==> src/rtl/video_fmt_lock.sv <==
// Video format lock: measures active pixels/lines from hs/vs/de
// and locks once STABLE_FRAMES identical good frames are seen.
// Ports: clk, rst_n | hs, vs, de in | lock, h_active, v_active,
// fmt_change, timeout out.
module video_fmt_lock #(
  parameter int STABLE_FRAMES = 3,
  parameter int TIMEOUT_CYC   = 10000000
) (
  input  logic        clk,
  input  logic        rst_n,
  input  logic        hs,
  input  logic        vs,
  input  logic        de,
  output logic        lock,
  output logic [15:0] h_active,
  output logic [15:0] v_active,
  output logic        fmt_change,
  output logic        timeout
);

  typedef enum logic [1:0] {
    IDLE,
    MEASURE,
    VERIFY,
    LOCKED
  } state_t;

  state_t      state, state_n;
  logic        hs_d, vs_d;
  logic        hs_rise, vs_rise;
  logic [15:0] px_cnt;
  logic [15:0] line_w, ln_cnt;
  logic        bad;
  logic [23:0] wd, wd_inc;
  logic [3:0]  stab, stab_n, stab_inc;
  logic [15:0] ref_h, ref_v, ref_h_n, ref_v_n;

  logic        line_cl, first;
  logic [15:0] lw_n, ln_n;
  logic        bad_n, good, match;
  logic        tmo, fmt_n, ld;

  assign hs_rise  = hs & ~hs_d;
  assign vs_rise  = vs & ~vs_d;
  assign wd_inc   = wd + 24'd1;
  assign stab_inc = stab + 4'd1;

  // Line/frame bookkeeping as seen at this cycle, including
  // a line that closes on the same cycle as the frame.
  always_comb begin
    line_cl = hs_rise && (px_cnt != 16'd0);
    first   = (ln_cnt == 16'd0);
    lw_n    = (line_cl && first) ? px_cnt : line_w;
    ln_n    = ln_cnt;
    if (line_cl && ln_cnt != 16'hFFFF)
      ln_n  = ln_cnt + 16'd1;
    bad_n   = bad |
              (line_cl && !first && px_cnt != line_w);
    good    = !bad_n && lw_n != 16'd0 && ln_n != 16'd0;
    match   = (lw_n == ref_h) && (ln_n == ref_v);
    tmo     = (state != IDLE) &&
              (wd_inc == 24'(TIMEOUT_CYC));
  end

  always_comb begin
    state_n = state;
    stab_n  = stab;
    ref_h_n = ref_h;
    ref_v_n = ref_v;
    fmt_n   = 1'b0;
    ld      = 1'b0;
    if (tmo) begin
      state_n = IDLE;
      stab_n  = 4'd0;
    end else if (vs_rise) begin
      case (state)
        IDLE: state_n = MEASURE;
        MEASURE: begin
          if (good) begin
            ref_h_n = lw_n;
            ref_v_n = ln_n;
            stab_n  = 4'd1;
            if (STABLE_FRAMES == 1) begin
              state_n = LOCKED;
              ld      = 1'b1;
            end else begin
              state_n = VERIFY;
            end
          end
        end
        VERIFY: begin
          if (good && match) begin
            stab_n = stab_inc;
            if (stab_inc == 4'(STABLE_FRAMES)) begin
              state_n = LOCKED;
              ld      = 1'b1;
            end
          end else if (good) begin
            ref_h_n = lw_n;
            ref_v_n = ln_n;
            stab_n  = 4'd1;
          end else begin
            state_n = MEASURE;
          end
        end
        LOCKED: begin
          if (!(good && match)) begin
            state_n = MEASURE;
            stab_n  = 4'd0;
            fmt_n   = 1'b1;
          end
        end
        default: state_n = IDLE;
      endcase
    end
  end

  always_ff @(posedge clk or negedge rst_n) begin
    if (!rst_n) begin
      hs_d   <= 1'b0;
      vs_d   <= 1'b0;
      px_cnt <= 16'd0;
      line_w <= 16'd0;
      ln_cnt <= 16'd0;
      bad    <= 1'b0;
      wd     <= 24'd0;
    end else begin
      hs_d <= hs;
      vs_d <= vs;
      if (hs_rise)
        px_cnt <= {15'd0, de};
      else if (de && px_cnt != 16'hFFFF)
        px_cnt <= px_cnt + 16'd1;
      if (vs_rise) begin
        line_w <= 16'd0;
        ln_cnt <= 16'd0;
        bad    <= 1'b0;
      end else begin
        line_w <= lw_n;
        ln_cnt <= ln_n;
        bad    <= bad_n;
      end
      if (state == IDLE || tmo || vs_rise)
        wd <= 24'd0;
      else
        wd <= wd_inc;
    end
  end

  always_ff @(posedge clk or negedge rst_n) begin
    if (!rst_n) begin
      state      <= IDLE;
      stab       <= 4'd0;
      ref_h      <= 16'd0;
      ref_v      <= 16'd0;
      lock       <= 1'b0;
      fmt_change <= 1'b0;
      timeout    <= 1'b0;
      h_active   <= 16'd0;
      v_active   <= 16'd0;
    end else begin
      state      <= state_n;
      stab       <= stab_n;
      ref_h      <= ref_h_n;
      ref_v      <= ref_v_n;
      lock       <= (state_n == LOCKED);
      fmt_change <= fmt_n;
      timeout    <= tmo;
      if (ld) begin
        h_active <= lw_n;
        v_active <= ln_n;
      end
    end
  end

endmodule

==> config.mk <==
export PLATFORM = sky130hd
export DESIGN_NAME = video_fmt_lock
export DESIGN_NICKNAME = d
export VERILOG_FILES = /design/src/rtl/video_fmt_lock.sv
export SDC_FILE = /design/constraint.sdc
export NUM_CORES = 1
export LEC_CHECK = 0
export ABC_AREA = 0
export CELL_PAD_IN_SITES_DETAIL_PLACEMENT = 1
export CELL_PAD_IN_SITES_GLOBAL_PLACEMENT = 1
export CORE_MARGIN = 4
export CORE_UTILIZATION = 50
export CTS_CLUSTER_SIZE = 10
export DETAILED_ROUTE_END_ITERATION = 6
export GPL_TIMING_DRIVEN = 0
export PLACE_DENSITY = 0.85
export REMOVE_ABC_BUFFERS = 1
export SYNTH_ARGS = -nofsm -noshare
export SYNTH_HDL_FRONTEND = slang
export SYNTH_SLANG_ARGS = --single-unit
==> constraint.sdc <==
create_clock -name clk -period 9.4 [get_ports clk]
set_input_delay 1.41 -clock clk [delete_from_list [all_inputs] [get_ports clk]]
set_output_delay 1.41 -clock clk [all_outputs]
set_load 0.02 [all_outputs]
---- Word level (Yosys, flattened, before mapping) ----
Cells that the tools add are included.
word-level totals
  bits in registers ....................... 148
  input bits .............................. 5
  output and inout port bits .............. 35
  word-level logic and storage cells ...... 103
operators by class
  add/sub/neg operators ................... 4
  eq/ne operators ......................... 13
  multiplexer cells ....................... 37
  bitwise operators ....................... 6
  reductions and logical operators ........ 27
operators by type and width
  kind                                                             number
  16-bit two-way mux                                               10
  16-bit one-hot mux with 2 select lines                           2
  16-bit nonzero test                                              3
  16-bit by 1-bit adder with 16-bit output, second input constant  2
  16-bit == test                                                   2
  16-bit inequality test, second input constant                    2
  24-bit by 1-bit adder with 24-bit output, second input constant  1
  24-bit == test, second input constant                            1
  24-bit two-way mux                                               1
  4-bit two-way mux                                                5
  16-bit zero test                                                 1
  16-bit inequality test                                           1
  2-bit two-way mux                                                7
  4-bit one-hot mux with 3 select lines                            1
  1-bit logical AND                                                11
  1-bit two-way mux                                                10
  2-bit one-hot mux with 4 select lines                            1
  2-bit nonzero test                                               4
  2-bit == test, second input constant                             3
  4-bit by 1-bit adder with 4-bit output, second input constant    1
  4-bit by 2-bit == test with 1-bit output, second input constant  1
  4-bit AND reduction                                              1
  4-bit nonzero test                                               1
  3-bit inequality test, second input constant                     1
  9 further kinds                                                  14

---- Logic depth before layout (Yosys ltp) ----
  depth after elaboration ................. 15
  gate-level depth with buffers ........... 16
  mapped depth without buffers ............ 12

---- Worst setup path after synthesis ----
Ideal clock, no wire load.
  path type ............................... input -> register
  start point ............................. input port hs
  end point ............................... register ref_v[3]
  library setup time ...................... 128 ps
  arrival time ............................ 3,912 ps
  required time ........................... 9,272 ps
  path slack .............................. 5,361 ps
  stages on the path ...................... 11
  path buffers ............................ 2
  path through ............................ nand2b_1 > clkbuf_1 > a211oi_2 > mux2_1 > a2111o_1 > a2111oi_4 > nand4_4 > nor2_2 > a21oi_2 > buf_6 > mux2_1
between the ends
  cells in the longest elaborated chain, start to end .. 11
  elaborated cells on any way between the ends .. 23
  classes of those cells .................. 3 x eq/ne; 5 x mux; 2 x bitwise; 13 x reduce/logical
ends and longest elaborated chain
  item                                                                        RTL line  text
  start: declaration                                                          11        input logic hs,
  1-bit AND (*)                                                               43        assign hs_rise = hs & ~hs_d;
  1-bit logical AND (*)                                                       51        line_cl = hs_rise && (px_cnt != 16'd0);
  parallel branches: the longest is 9 deep, another holds 16-bit two-way mux  -
  end signal: assignment                                                      165       ref_v <= ref_v_n;
  end: declaration                                                            36        logic [15:0] ref_h, ref_v, ref_h_n, ref_v_n;
Mark *: on every way between the ends. The select of a mux whose other input is x is not followed.
A chain may end at the register's enable or synchronous reset.

---- Final worst setup path ----
  start point ............................. input port hs
  end point ............................... register ref_h[0]
between the ends
  cells in the longest elaborated chain, start to end .. 11
  elaborated cells on any way between the ends .. 23
  classes of those cells .................. 3 x eq/ne; 5 x mux; 2 x bitwise; 13 x reduce/logical
ends and longest elaborated chain
  item                                                                        RTL line  text
  1-bit AND (*)                                                               43
  1-bit logical AND (*)                                                       51
  parallel branches: the longest is 9 deep, another holds 16-bit two-way mux  -
  end signal: assignment                                                      164       ref_h <= ref_h_n;
  end: declaration                                                            36
Marked as above.

==> reports/metrics.cfg <==
[power_and_ir_drop]
power_mw=2.06
p_per_area_mw_per_mm2=208
p_leak_nw=4.22
max-vdd-ir-drop_v=0.000136

[sta]
max_freq_ghz=0.182
max_slew_margin_pct=19.1
finalCritPeriodShare_pct=58.6
final-hold-violation-count=0
period_needed_ps=5510
worst_pin_slew_ps=1210
rsz0062_at_grt=false
skew_ps=8.41
setup_viol_count_final=0
setup_tns_ps=0
slew_viol_final=0

[critical_path]
arrival_ps=5820
crit_fanout=21
r2r-end=ref_h[0]
path_class=input pin to register
end_kind=register
reg2reg_from=px_cnt[2]
start_kind=input pin
worstPathRequired_ps=9720
reg2reg_slack_ps=4510
ff2ff_path_depth=11

[hold_path]
hold_depth=2
worstHoldStart=ref_v[2]
hp-class=register to register
hold-path-endpoint=ref_v[2]

[cts]
post_cts_resize_count=0
root_buffer=clkbuf_16
cts_setup_buffers=0
cts.sink_count=148
cts_tree=yes
htree_levels=4
cts_buffers=17
clk_latency_ps=440
cts_hold_buffers=0
clk_pin_slew_ps=70
clockBufferDepth=2

[logic_synthesis]
ys_seq_area_share_pct=41.8
ys_seq_elements=148
async_flop_share_pct=100
ys.flop_type=dfrtp_1
synth_most_common_cell=dfrtp_1
synth_cell_types=74
syn_area_per_cell_sq_um=9.41
synth-edff-count=0
yosys.area.top_type=dfrtp_1
yosysWarnings=0
synth_cells=942
yosys-top-cells-count=dfrtp_1 (148), nor2_1 (99), inv_1 (63), xnor2_1 (54), xor2_1 (51)
netlist_top_cells_area=dfrtp_1 (42%), mux2i_1 (5.4%), xnor2_1 (5.3%), xor2_1 (5.0%), nor2_1 (4.2%)
synth_top_area_share_pct=41.8
synth_area_sq_mm=0.00886

[grt]
antenna_found_initial=0
grt_usage_pct=26.3
grt_start_max_net_pins=99
grt_pass1_wl_mm=41.8
grt_pass1_vias=7765
grt_overflow=0

[drt]
vias=7323
first_pass_iters=5
remaining_drc_errors=0
finalWirelength_mm=25.2
ant_nets=0
drtIter0Drc=521
wl_per_cell_microns=21.4
routed_via_density=6.22

[final_layout]
antenna_cells=0
multi_input_area_sq_mm=0.00461
area_growth_pct=12.0
fillerInstances=1970
fin_nets=958
regArea_sq_mm=0.00370
drive_gt1_share_pct=7.66

[floorplanning]
floorplan.core_area_sq_mm=0.0174
die_h_microns=141
io_pins=40
die_width_microns=141
rows=48
initial_core_util_pct=51.1
die_area_sq_mm=0.0199

[job]
max_cap_violations=0

[outcome]
outcome=finished, final reports clean

[placement]
io_buffers=39
hpwl_mm=17.1
place.gp.congestion=0.970

==> cell families after synthesis <==
kind of cell               synth area share (%)
and+or+nand+nor                            18.9
AOI/OAI and AO/OA                          13.3
DFF                                        41.8
buffers and inverters                      6.47
xor gates and xnor gates                   10.4
muxes                                      7.33
adders and majority gates                  1.84
==> routing by layer <==
layer	track usage, %	wire length (microns)	vias up	part of all wire, %
met3	5.26	1190	54	4.7
met1	35.0	11200	3725	44
met2	43.3	12200	193	49
met5	0	0	-	0
met4	8.16	597	0	2.4
li1	-	-	3351	-
==> how the worst max path moves through the flow <==
stage,from,to,slack (ps),depth (start not counted)
after global routing,hs,stab[3],3590,10
after floorplan,hs,h_active[0],3010,9
after detailed placement,hs,h_active[9],2590,12
after global placement,hs,v_active[0],640,10
after CTS,hs,h_active[9],2950,12
final,hs,ref_h[0],3890,11
==> final cells by class <==
type / count / share of cell area, %
flip-flops and latches: 148 / 37.3
clock inverters: 15 / 1.42
repair buffers: 46 / 5.32
multi-input cells: 664 / 46.4
clock buffers: 17 / 4.29
inverters: 63 / 2.38
well taps: 225 / 2.84
==> stage by stage <==
step / hold slack [ps] / cells / utilization [%] / area (sq um) / setup WS (ps)
final: 539 / 1178 / 57.2 / 9930 / 3890
after global placement: 477 / 1139 / 53.0 / 9200 / 637
after floorplan: 465 / 875 / - / 8520 / 3010
after CTS: 533 / 1178 / 57.2 / 9920 / 2950
after detailed placement: 504 / 1146 / 53.9 / 9360 / 2590
after global routing: 548 / 1178 / 57.2 / 9930 / 3590
==> registers in the layout, indices dropped and copies added, names as in the netlist <==
name / cells
wd: 24
h_active: 16
line_w: 16
ln_cnt: 16
px_cnt: 16
ref_h: 16
ref_v: 16
v_active: 16
stab: 4
state: 2
bad: 1
fmt_change: 1
hs_d: 1
lock: 1
timeout: 1
vs_d: 1
==> cell usage in the layout (no fill, tap or decap), types with 7 or more instances in the layout <==
cell               n
a21oi_1           44
dfrtp_1          148
nor2_1            98
a31oi_1           35
and3_1            13
clkdlybuf4s50_1   38
mux2i_1           48
o22ai_1            8
xor2_1            51
or3_1              7
nor3_1            19
mux2_1             9
o21ai_0           20
nand2_1           42
ha_1              13
xnor2_1           54
nand4_1           30
or4_1              8
clkbuf_16         17
inv_1             63
and4_1             8
nand3_1           25
nor4_1            24
==> report_power, final <==
part | leakage, nW | total [mW] | internal, mW | switching (mW)
clock network | 0.272 | 0.662 | 0.350 | 0.313
registers | 1.99 | 0.837 | 0.724 | 0.113
logic | 1.96 | 0.565 | 0.217 | 0.348
==> worst max-delay path, cell delays in order <==
cell and delay (ps):
clkdlybuf4s50_1 490, nand2b_1 260, a211oi_2 1030, nand4_1 290
xor2_1 310, o2111ai_1 210, o21a_1 370, nand3_1 220
a21oi_4 550, buf_12 290, mux2_2 360
Note: power is estimated with default switching activity, not from simulation.
